### config.mk
export PLATFORM = sky130hd
export DESIGN_NAME = otp_stream_decryptor
export DESIGN_NICKNAME = d
export VERILOG_FILES = /design/src/rtl/otp_stream_decryptor.sv
export SDC_FILE = /design/constraint.sdc
export NUM_CORES = 1
export LEC_CHECK = 0
export CAP_MARGIN = 20
export CORE_ASPECT_RATIO = 1.5
export CORE_MARGIN = 2
export CORE_UTILIZATION = 46
export DETAILED_ROUTE_END_ITERATION = 12
export PLACE_DENSITY = 0.75
export SETUP_SLACK_MARGIN = 0.3
export SLEW_MARGIN = 10
export SYNTH_ARGS = -nofsm -noshare
export SYNTH_HDL_FRONTEND = slang
export SYNTH_SLANG_ARGS = --single-unit
### constraint.sdc
create_clock -name clk -period 2.27 [get_ports clk]
set_clock_uncertainty 0.05 [all_clocks]
set_input_delay 0.454 -clock clk [delete_from_list [all_inputs] [get_ports clk]]
set_output_delay 0.454 -clock clk [all_outputs]
set_load 0.1 [all_outputs]
### src/rtl/otp_stream_decryptor.sv
// otp_stream_decryptor: receive side of the one-time-pad link.
// Ports: clk/rst (sync, active-high), in_* ciphertext handshake,
//   out_* plaintext handshake, resync pulse, sync_err, err_count.
module otp_stream_decryptor #(
   parameter logic [31:0] SEED  = 32'hBDCA2C92,
   parameter int          ERR_W = 8
) (
   input  logic             clk,
   input  logic             rst,
   input  logic             in_valid,
   output logic             in_ready,
   input  logic [7:0]       in_data,
   input  logic [2:0]       in_index,
   output logic             out_valid,
   input  logic             out_ready,
   output logic [7:0]       out_data,
   output logic [2:0]       out_index,
   input  logic             resync,
   output logic             sync_err,
   output logic [ERR_W-1:0] err_count
);

   typedef enum logic {
      ST_RUN,
      ST_HUNT
   } state_t;

   state_t           r_state;
   state_t           w_state_nxt;
   logic [31:0]      r_lfsr;
   logic [2:0]       r_exp_idx;
   logic             r_out_valid;
   logic [7:0]       r_out_data;
   logic [2:0]       r_out_index;
   logic             r_sync_err;
   logic [ERR_W-1:0] r_err_count;

   logic [31:0]      w_lfsr_nxt;
   logic [7:0]       w_pad;
   logic             w_ready;
   logic             w_accept;
   logic             w_drain;
   logic             w_load;
   logic             w_mismatch;
   logic             w_err_sat;

   // Feedback must match the transmit-side generator exactly.
   assign w_lfsr_nxt = {r_lfsr[30:0],
                        ~(r_lfsr[31] ^ r_lfsr[21] ^
                          r_lfsr[1]  ^ r_lfsr[0])};

   // Pad taps from the pre-step register; pad[0] is bit 23.
   assign w_pad = {r_lfsr[2],  r_lfsr[3],  r_lfsr[5],
                   r_lfsr[7],  r_lfsr[11], r_lfsr[13],
                   r_lfsr[17], r_lfsr[23]};

   // HUNT always sinks traffic; RUN is gated by the
   // one-entry output register. resync blocks acceptance.
   assign w_ready = ~rst & ~resync &
                    ((r_state == ST_HUNT) |
                     ~r_out_valid | out_ready);

   assign w_accept  = in_valid & w_ready;
   assign w_drain   = r_out_valid & out_ready;
   assign w_err_sat = &r_err_count;

   always_comb begin
      w_state_nxt = r_state;
      w_load      = 1'b0;
      w_mismatch  = 1'b0;
      if (resync) begin
         w_state_nxt = ST_RUN;
      end else begin
         unique case (r_state)
            ST_RUN: begin
               if (w_accept) begin
                  if (in_index == r_exp_idx) begin
                     w_load = 1'b1;
                  end else begin
                     w_mismatch  = 1'b1;
                     w_state_nxt = ST_HUNT;
                  end
               end
            end
            ST_HUNT: begin
               w_state_nxt = ST_HUNT;
            end
         endcase
      end
   end

   always_ff @(posedge clk) begin
      if (rst) begin
         r_state <= ST_RUN;
      end else begin
         r_state <= w_state_nxt;
      end
   end

   // Pad generator and slot tracking.
   always_ff @(posedge clk) begin
      if (rst) begin
         r_lfsr    <= SEED;
         r_exp_idx <= 3'd0;
      end else if (resync) begin
         r_lfsr    <= SEED;
         r_exp_idx <= 3'd0;
      end else if (w_load) begin
         r_lfsr    <= w_lfsr_nxt;
         r_exp_idx <= r_exp_idx + 3'd1;
      end
   end

   // One-entry output register; a load wins over a drain.
   always_ff @(posedge clk) begin
      if (rst) begin
         r_out_valid <= 1'b0;
         r_out_data  <= 8'h00;
         r_out_index <= 3'h0;
      end else if (w_load) begin
         r_out_valid <= 1'b1;
         r_out_data  <= in_data ^ w_pad;
         r_out_index <= in_index;
      end else if (w_drain) begin
         r_out_valid <= 1'b0;
      end
   end

   // Sticky error flag and saturating event counter.
   always_ff @(posedge clk) begin
      if (rst) begin
         r_sync_err  <= 1'b0;
         r_err_count <= '0;
      end else begin
         if (resync) begin
            r_sync_err <= 1'b0;
         end else if (w_mismatch) begin
            r_sync_err <= 1'b1;
         end
         if (w_mismatch && !w_err_sat) begin
            r_err_count <= r_err_count +
                           {{(ERR_W-1){1'b0}}, 1'b1};
         end
      end
   end

   assign in_ready  = w_ready;
   assign out_valid = r_out_valid;
   assign out_data  = r_out_data;
   assign out_index = r_out_index;
   assign sync_err  = r_sync_err;
   assign err_count = r_err_count;

endmodule

==> results.py <==
metrics = {
    "clock_network": {
        "cts-root-buf": "clkbuf_8",
        "cts_max_path_buffers": 2,
        "htreeDepth": 3,
        "worstSkewPairLatency_ns": 0.34,
        "cts_sinks": 57,
        "cts_buffers": 9,
        "post_cts_buffers": 0,
        "ctsHoldBuffers": 0,
        "path_clk_slew_ns": 0.06,
        "cts_tree": "built",
    },
    "timing": {
        "min_period_ns": 1.96,
        "drv_slew": 0,
        "fmax_mhz": 511,
        "finalHoldViolCount": 0,
        "post-route-period-util_pct": 86.2,
        "finalSetupViolations": 0,
        "worst_pin_slew_ns": 0.380,
        "slew_headroom_pct": 74.6,
        "rsz0062_at_grt": "true",
    },
    "layout": {
        "final_util_pct": 61.2,
        "drive_gt1_share_pct": 22.7,
        "diodes": 0,
        "fin_nets": 343,
        "syn2layout_area_growth_pct": 29.3,
    },
    "synthesis": {
        "ys_seq_area_share_pct": 47.1,
        "ys.warnings.count": 0,
        "synth-main-ff-cell": "dfxtp_1",
        "synth_seq_cells": 57,
        "synth.distinct_cells": 35,
        "async_flop_share_pct": 0,
        "postSynthCellCount": 284,
        "synthesis.area_um2": 2420,
        "synth_enable_flop_cells": 0,
        "synth_area_per_cell_um2": 8.54,
        "synth_fp_nets": 302,
    },
    "setup_path": {
        "end_kind": "flop",
        "crit_arrival_ns": 2.18,
        "cp.required_ns": 2.49,
        "crit_fanout": 10,
        "start_kind": "primary input",
        "crit_type": "in -> reg",
    },
    "global_route": {
        "overflow": 0,
        "antenna_found_initial": 0,
        "grt.busiest_layer": "met2",
        "met1_usage_pct": 23.1,
        "grt_use_met2_pct": 36.7,
        "grt_max_degree": 32,
        "grt_pass1_wl_um": 9680,
        "grtUsageMet3_pct": 5.47,
        "grt_pass1_vias": 2167,
        "grt_usage_pct": 20.8,
    },
    "drt": {
        "vias": 2304,
        "first_pass_iters": 4,
        "avgRoutedWirePerCell_um": 14.8,
        "wirelength_um": 5890,
        "via_per_inst": 5.79,
        "ant_nets": 0,
        "drc": 0,
        "drt_iter0_markers": 118,
    },
    "power_and_ir_drop": {
        "ir_drop_v": 0.000401,
        "finalPower_uw": 2100,
        "power_density_nw_per_um2": 669,
        "leakagePower_uw": 0.00111,
    },
    "worst_hold_path": {
        "min_path_type": "reg -> reg",
    },
    "floorplan": {
        "io_pins": 38,
        "start_util_pct": 47.3,
        "die_area_um2": 5880,
        "rows": 32,
        "fp.dieW_um": 63.3,
        "dieHeight_um": 92.9,
        "core-area_um2": 5120,
    },
    "run": {
        "cap_violations": 0,
    },
    "placement": {
        "dp_hpwl_um": 3940,
        "io_buffers": 37,
        "gp_congestion": 0.756,
    },
    "status": {
        "status": "finished, final reports clean",
    },
}
routing by layer:
metal / share of wire (%) / wire length (µm)
met1: 41 / 2430
met2: 52 / 3080
met3: 4.6 / 271
met4: 1.9 / 114
met5: 0 / 0
cell families (layout without fill, tap and decap cells):
group,after synthesis,after routing,synth area share (%)
fa+ha+maj,2,2,1.03
xor+xnor,13,13,4.70
flops,57,57,47.1
mux,4,4,1.75
compound gates,87,87,19.9
simple gates,94,94,20.8
buf+inv,27,73,4.80
where the power goes:
group | internal [µW] | switching, µW | leakage [µW]
registers | 1010 | 5.47 | 0.000465
clock network | 512 | 382 | 0.000102
logic | 73.8 | 118 | 0.000547
total | 1590 | 505 | 0.00111
per-stage QoR:
stage | hold slack [ns] | setup slack [ns] | setup TNS [ns] | std cells | instance area, µm²
2_1_floorplan | 0.390 | 0.278 | 0 | 284 | 2440
3_3_place_gp | 0.396 | 0.00818 | 0 | 382 | 2910
3_5_place_dp | 0.403 | -0.00846 | -0.0182 | 382 | 2910
4_1_cts | 0.412 | 0.300 | 0 | 398 | 3120
5_1_grt | 0.439 | 0.214 | 0 | 398 | 3140
6_report | 0.410 | 0.312 | 0 | 398 | 3140
sequential cells by signal, indices dropped and copies added, names as in the netlist:
| name | flops |
|---|---|
| r_state | 1 |
| out_index | 3 |
| err_count | 8 |
| out_data | 8 |
| sync_err | 1 |
| r_lfsr | 32 |
| out_valid | 1 |
| r_exp_idx | 3 |
layout by cell type (no fill, tap or decap), types with 9 or more instances in the layout:
cell and n:
xnor2_1 13, dfxtp_1 48, buf_4 37, clkdlybuf4s50_1 13, o21ai_0 36, a21oi_1 32, dfxtp_2 9, nand3_1 55
clkbuf_8 13
Yosys cell counts (all sizes together), types with 4 or more instances:
library cell  number  share of area [%]
a21oi             32                6.6
o21ai             36                7.4
a31oi              4                1.0
nand3             55                 11
a211oi             8                2.5
buf                9                2.0
xnor2             13                4.7
clkbuf            17                2.7
nand2              5               0.77
dfxtp             57                 47
nor2              11                1.7
timing repair:
item,in CTS,in global routing
hold endpoints to repair,0,0
gates resized for setup,5,5
pin swaps,1,2
setup endpoints to repair,2,25
final timing paths:
check,startpoint,endpoint,slack (ns),cells past startpoint
worst max-delay path,in_index[1],r_exp_idx[0]$_SDFFE_PP0P_,0.31,6
worst max register to register,err_count[0]$_SDFFE_PP0P_,err_count[3]$_SDFFE_PP0P_,0.44,5
worst min register to register,r_lfsr[15]$_SDFFE_PP0P_,r_lfsr[16]$_SDFFE_PP0P_,0.41,2
worst min-delay path,r_lfsr[15]$_SDFFE_PP0P_,r_lfsr[16]$_SDFFE_PP0P_,0.41,2
cell type report:
| cell class | count | area, µm² |
|---|---|---|
| fillers | 490 | 1990 |
| flip-flops and latches | 57 | 1150 |
| multi-input cells | 200 | 1200 |
| well taps | 68 | 85.1 |
| clock inverters | 2 | 10.0 |
| repair buffers | 56 | 504 |
| inverters | 1 | 3.75 |
| clock buffers | 14 | 183 |
critical path, cell delays in order:
cell and delay, ns:
clkdlybuf4s50_1 0.44, xnor2_1 0.27, nand3_1 0.26, buf_4 0.26, or3_1 0.35, a21oi_1 0.14
Power figures use the tool's default switching activity.
